### src/rtl/digit_serial_adder_pkg.sv
`default_nettype none
// +----------------------------------------------------------------------------+
// | Module      : digit_serial_adder_pkg                                       |
// | Description : Shared types and helper functions for the digit-serial       |
// |               adder/subtractor (FSM state type, counter width, saturation  |
// |               constants).                                                  |
// | Revision    : 1.0 - initial release                                        |
// +----------------------------------------------------------------------------+
package digit_serial_adder_pkg;

  // Controller states
  typedef enum logic [1:0] {
    S_IDLE = 2'd0,
    S_RUN  = 2'd1,
    S_DONE = 2'd2
  } state_e;

  // Digit counter width: at least one bit even when there is only one digit
  function automatic int cnt_width(input int ndig);
    return (ndig <= 1) ? 1 : $clog2(ndig);
  endfunction

  // Largest positive two's-complement value of a w-bit word (0111...1)
  function automatic logic [63:0] sat_max(input int w);
    return (64'd1 << (w - 1)) - 64'd1;
  endfunction

  // Most negative two's-complement value of a w-bit word (1000...0)
  function automatic logic [63:0] sat_min(input int w);
    return 64'd1 << (w - 1);
  endfunction

endpackage : digit_serial_adder_pkg
`default_nettype wire

### src/rtl/ripple_digit.sv
`default_nettype none
// +----------------------------------------------------------------------------+
// | Module      : ripple_digit                                                 |
// | Description : DIGIT-bit combinational ripple-carry slice. Also exposes the |
// |               carry into the slice MSB so the caller can detect signed     |
// |               overflow when this slice holds the word MSB.                 |
// | Revision    : 1.0 - initial release                                        |
// +----------------------------------------------------------------------------+
module ripple_digit #(
  parameter int DIGIT = 4
) (
  input  logic [DIGIT-1:0] a,
  input  logic [DIGIT-1:0] b,
  input  logic             ci,
  output logic [DIGIT-1:0] s,
  output logic             co,
  output logic             c_msb_in
);

  // w_c[i] is the carry into bit i; w_c[DIGIT] is the slice carry out
  logic [DIGIT:0] w_c;

  assign w_c[0] = ci;

  // One full adder per bit of the digit
  generate
    for (genvar i = 0; i < DIGIT; i++) begin : g_bit
      assign s[i]     = a[i] ^ b[i] ^ w_c[i];
      assign w_c[i+1] = (a[i] & b[i]) | (a[i] & w_c[i]) | (b[i] & w_c[i]);
    end
  endgenerate

  assign co       = w_c[DIGIT];
  assign c_msb_in = w_c[DIGIT-1];

endmodule : ripple_digit
`default_nettype wire

### src/rtl/digit_serial_adder.sv
`default_nettype none
// +----------------------------------------------------------------------------+
// | Module      : digit_serial_adder                                           |
// | Description : Multi-cycle WIDTH-bit adder/subtractor processing DIGIT bits |
// |               per clock through a carry register, with start/done          |
// |               handshake and signed-overflow detection.                     |
// |               Optional macro DIGIT_SERIAL_ADDER_SAT_EN: saturate SUM to    |
// |               signed max/min on overflow.                                  |
// | Revision    : 1.0 - initial release                                        |
// +----------------------------------------------------------------------------+
module digit_serial_adder
  import digit_serial_adder_pkg::*;
#(
  parameter int WIDTH = 16,
  parameter int DIGIT = 4
) (
  input  logic             CLK,
  input  logic             RST_N,
  input  logic             START,
  input  logic             SUB,
  input  logic [WIDTH-1:0] X,
  input  logic [WIDTH-1:0] Y,
  input  logic             CIN,
  output logic             READY,
  output logic [WIDTH-1:0] SUM,
  output logic             COUT,
  output logic             OVF,
  output logic             DONE
);

  localparam int NDIG = WIDTH / DIGIT;
  localparam int CW   = cnt_width(NDIG);
  localparam logic [CW-1:0] C_LAST = CW'(NDIG - 1);

`ifdef DIGIT_SERIAL_ADDER_SAT_EN
  localparam logic [WIDTH-1:0] C_SAT_MAX = WIDTH'(sat_max(WIDTH));
  localparam logic [WIDTH-1:0] C_SAT_MIN = WIDTH'(sat_min(WIDTH));
`endif

  state_e           state_q, state_d;
  logic [CW-1:0]    cnt_q, cnt_d;
  logic             carry_q, carry_d;
  logic [WIDTH-1:0] a_q, a_d;
  logic [WIDTH-1:0] b_q, b_d;
  logic [WIDTH-1:0] work_q, work_d;
  logic [WIDTH-1:0] sum_q, sum_d;
  logic             cout_q, cout_d;
  logic             ovf_q, ovf_d;
  logic             ready_q, ready_d;
  logic             done_q, done_d;

  logic [DIGIT-1:0] w_a_dig;
  logic [DIGIT-1:0] w_b_dig;
  logic [DIGIT-1:0] w_s;
  logic             w_co;
  logic             w_c_msb;
  logic             w_last;
  logic             w_ovf;
  logic [WIDTH-1:0] w_work_next;
  logic [WIDTH-1:0] w_sum_res;

  // Select the digit addressed by the counter from the latched operands
  assign w_a_dig = a_q[int'(cnt_q) * DIGIT +: DIGIT];
  assign w_b_dig = b_q[int'(cnt_q) * DIGIT +: DIGIT];
  assign w_last  = (cnt_q == C_LAST);

  ripple_digit #(
    .DIGIT (DIGIT)
  ) u_slice (
    .a        (w_a_dig),
    .b        (w_b_dig),
    .ci       (carry_q),
    .s        (w_s),
    .co       (w_co),
    .c_msb_in (w_c_msb)
  );

  // Working word with the current digit merged in, plus the result to publish
  always_comb begin
    w_work_next = work_q;
    w_work_next[int'(cnt_q) * DIGIT +: DIGIT] = w_s;
    // On the last digit the slice MSB is the word MSB
    w_ovf = w_c_msb ^ w_co;
`ifdef DIGIT_SERIAL_ADDER_SAT_EN
    if (w_ovf) begin
      w_sum_res = a_q[WIDTH-1] ? C_SAT_MIN : C_SAT_MAX;
    end else begin
      w_sum_res = w_work_next;
    end
`else
    w_sum_res = w_work_next;
`endif
  end

  // Controller and datapath next-state logic
  always_comb begin
    state_d = state_q;
    cnt_d   = cnt_q;
    carry_d = carry_q;
    a_d     = a_q;
    b_d     = b_q;
    work_d  = work_q;
    sum_d   = sum_q;
    cout_d  = cout_q;
    ovf_d   = ovf_q;

    case (state_q)
      S_IDLE, S_DONE: begin
        if (START) begin
          // Subtraction: X + ~Y + ~CIN, i.e. invert B and the incoming carry
          state_d = S_RUN;
          a_d     = X;
          b_d     = Y ^ {WIDTH{SUB}};
          carry_d = CIN ^ SUB;
          cnt_d   = '0;
        end else begin
          state_d = S_IDLE;
        end
      end
      S_RUN: begin
        work_d  = w_work_next;
        carry_d = w_co;
        if (w_last) begin
          state_d = S_DONE;
          cnt_d   = '0;
          sum_d   = w_sum_res;
          cout_d  = w_co;
          ovf_d   = w_ovf;
        end else begin
          cnt_d = cnt_q + CW'(1);
        end
      end
      default: begin
        state_d = S_IDLE;
        cnt_d   = '0;
      end
    endcase

    ready_d = (state_d != S_RUN);
    done_d  = (state_d == S_DONE);
  end

  // State and data registers with asynchronous reset
  always_ff @(posedge CLK or negedge RST_N) begin
    if (!RST_N) begin
      state_q <= S_IDLE;
      cnt_q   <= '0;
      carry_q <= 1'b0;
      a_q     <= '0;
      b_q     <= '0;
      work_q  <= '0;
      sum_q   <= '0;
      cout_q  <= 1'b0;
      ovf_q   <= 1'b0;
      ready_q <= 1'b1;
      done_q  <= 1'b0;
    end else begin
      state_q <= state_d;
      cnt_q   <= cnt_d;
      carry_q <= carry_d;
      a_q     <= a_d;
      b_q     <= b_d;
      work_q  <= work_d;
      sum_q   <= sum_d;
      cout_q  <= cout_d;
      ovf_q   <= ovf_d;
      ready_q <= ready_d;
      done_q  <= done_d;
    end
  end

  assign READY = ready_q;
  assign DONE  = done_q;
  assign SUM   = sum_q;
  assign COUT  = cout_q;
  assign OVF   = ovf_q;

endmodule : digit_serial_adder
`default_nettype wire

### config.mk
export PLATFORM = sky130hd
export DESIGN_NAME = digit_serial_adder
export DESIGN_NICKNAME = d
export VERILOG_FILES = /design/src/rtl/digit_serial_adder_pkg.sv /design/src/rtl/ripple_digit.sv /design/src/rtl/digit_serial_adder.sv
export SDC_FILE = /design/constraint.sdc
export NUM_CORES = 1
export LEC_CHECK = 0
export CORE_MARGIN = 2
export CORE_UTILIZATION = 40
export DETAILED_ROUTE_END_ITERATION = 16
export PLACE_DENSITY = 0.67
export SYNTH_ARGS = -nofsm -noshare
export SYNTH_HDL_FRONTEND = slang
export SYNTH_HIERARCHICAL = 1
export SYNTH_SLANG_ARGS = --single-unit
### constraint.sdc
create_clock -name CLK -period 5.5 [get_ports CLK]
set_input_delay 1.1 -clock CLK [delete_from_list [all_inputs] [get_ports CLK]]
set_output_delay 1.1 -clock CLK [all_outputs]
set_load 0.02 [all_outputs]
==> results.yml <==
finish:
  final.fill_count: 752
  drive_above_1_share: 0.136
  seq_area_sq_mm: 0.00173
  multi_input_area_sq_mm: 0.00137
  antennaDiodeCount: 0
  syn2layout_area_growth_pct: 23.5
  num-nets-final: 372
  fin_util: 0.516
  final_cell_mix: "dfrtp_1 (68), clkdlybuf4s50_1 (55), nand2_1 (43), o21ai_0 (21), xnor2_1 (17)"
  layout_commonest_cell: "dfrtp_1"
floorplanning:
  ios: 57
  fp.dieH_microns: 94.3
  rows: 32
  dieArea_sq_mm: 0.00889
  core_sq_mm: 0.00781
  die_x_microns: 94.3
  start_util: 0.418
detailed_routing:
  wirelength_microns: 6290
  drtIter0Drc: 68
  ant_nets: 0
  route.vias.total: 2170
  post_drt_wl_per_cell_microns: 14.6
  vias_per_cell: 5.02
  drc_errors: 0
  dr.pass1.iters: 4
yosys:
  async_flop_share: 1.00
  yosys_warnings: 6
  ys_seq_area_frac: 0.530
  synthesis.area_sq_mm: 0.00326
  synthCells: 273
  synthFlopType: "dfrtp_1"
  synthTopCellsByArea: "dfrtp_1 (52%), mux4_2 (5.5%), mux2_2 (5.2%)"
  synth_top_cell_area_share: 0.522
  synth_edf_count: 0
  synth_area_per_cell_sq_um: 11.9
  post-synth-top-area-cell: "dfrtp_1"
  syn_nets: 319
  yosys_register_bits: 69
  synth.distinct_cells: 38
power_and_ir_drop:
  cellPowerDensity_mw_per_mm2: 607
  max-vdd-ir-drop_v: 0.000210
  total_power_mw: 2.45
  p_leak_nw: 1.71
run_status:
  status: "finished, final reports clean"
cts:
  h-tree-depth: 3
  postCtsHoldBufs: 0
  cts.sinks: 69
  tritoncts: "built"
  numCtsBuffers: 9
  clk-insertion-delay-late_ns: 0.34
  cts_root_buf: "clkbuf_8"
  clkSlewWorstSetupHoldPaths_ns: 0.07
  cts_buffer_depth: 2
  post_cts_buffers: 0
  cts_resized: 0
placed_design:
  portBuffers: 56
  hpwl_microns: 4500
  dp_slack_ns: 2.02
  finalWeightedCongestion: 0.803
grt:
  grt_pass1_wl_microns: 10500
  grt_max_degree: 70
  grt_antenna_before_repair: 0
  grt_overflow: 0
  grt_pass1_vias: 2160
  track_usage: 0.156
worst_setup_path:
  crit_path_max_incr_delay_ns: 0.78
  slowest_stage: "dfrtp_1"
  r2r_setup_slack_ns: 2.05
  cpLargestDelayFamily: "adder cells"
  cp-start-kind: "register"
  crit_chain: "mux4_2 -> inv_1 -> fa_1 -> inv_1 -> fa_1 -> fa_1 -> inv_1 -> fa_1 -> inv_1 -> nand2_1 -> o21ai_0"
  criticalPathCategory: "register to register"
  timing.critical_path.buf_inv: 4
  cp.arrival_ns: 3.71
  required_ns: 5.75
  crit_path_end_kind: "register"
  cp_max_fo: 15
timing:
  tns_ns: 0
  hold_viol_final: 0
  setup_slack_ns: 2.05
  max_freq_ghz: 0.290
  timing.final.crit_period_ns: 3.45
  tightest_slew_ns: 1.17
  min_period_over_period: 0.628
  slew_headroom: 0.209
  slew_violations: 0
  finalClockSkew_ns: 0.00795
  setup_viol: 0
  rsz0062_at_grt: "false"
flow_run:
  maxCapViolCount: 0
worst_hold_path:
  hold_class: "register to register"
power by group:
| part | switching (mW) | internal (mW) | leakage, nW |
|---|---|---|---|
| registers | 0.154 | 0.739 | 0.875 |
| clock network | 0.173 | 0.198 | 0.0926 |
| logic | 0.639 | 0.544 | 0.745 |
| total | 0.966 | 1.48 | 1.71 |
cell type report:
class	count	share of cell area
inverters	17	0.0158
repair buffers	57	0.140
well taps	102	0.0317
flip-flops and latches	69	0.429
clock buffers	14	0.0429
multi-input cells	172	0.340
clock inverters	1	0.00124
stage by stage:
stage | cells | hold slack (ns) | area, sq um
floorplan | 273 | 0.445 | 3260
global placement | 417 | 0.457 | 3850
detailed placement | 417 | 0.468 | 3850
CTS | 432 | 0.484 | 4030
global route | 432 | 0.514 | 4030
finish | 432 | 0.480 | 4030
cell usage after synthesis, drive strengths merged, types with 3 or more instances:
cell	n
a221oi	4
a32o	8
buf	12
clkbuf	3
dfrtp	68
fa	4
ha	5
inv	17
mux2	16
mux4	8
nand2	43
nand2b	3
nand3b	10
nor2	8
o211ai	8
o21ai	21
o2bb2ai	4
xnor2	17
logic make-up (layout without fill, tap and decap cells):
kind of cell / Yosys count / count (layout) / synth area share
buffers and inverters: 32 / 89 / 0.0514
and+or+nand+nor: 71 / 71 / 0.107
DFF: 69 / 69 / 0.530
muxes: 24 / 24 / 0.112
xor gates and xnor gates: 18 / 18 / 0.0483
adders and majority gates: 9 / 9 / 0.0437
AOI/OAI and AO/OA: 50 / 50 / 0.108
final timing paths:
| kind | end | from | cells past startpoint |
|---|---|---|---|
| worst max-delay path | SUM[15] | cnt_q[0] | 11 |
| worst min-delay path | b_q[10] | b_q[10] | 2 |
| worst max register to register | SUM[15] | cnt_q[0] | 11 |
| worst min register to register | b_q[10] | b_q[10] | 2 |
| max in group asynchronous | DONE | RST_N | 2 |
| min in group asynchronous | SUM[12] | RST_N | 2 |
worst reg2reg max path, cell delays in order, from the launching register on:
cell and delay (ns):
dfrtp_1 0.78, mux4_2 0.59, inv_1 0.09, fa_1 0.17
inv_1 0.05, fa_1 0.39, fa_1 0.41, inv_1 0.09
fa_1 0.40, inv_1 0.13, nand2_1 0.10, o21ai_0 0.19
state kept, by name (all words and copies together), names as in the netlist:
register and count:
cnt_q 2, SUM 16, READY 1, work_q 12
a_q 16, OVF 1, b_q 16, COUT 1
carry_q 1, DONE 1, state_q 2
routing by layer:
layer / GRT usage / share of wire / vias up
li1: - / - / 1054
met1: 0.204 / 0.44 / 1049
met2: 0.246 / 0.48 / 59
met3: 0.0546 / 0.059 / 8
met4: 0.0471 / 0.011 / 0
met5: 0 / 0 / -
No activity file was read; power rests on OpenSTA's default activity.
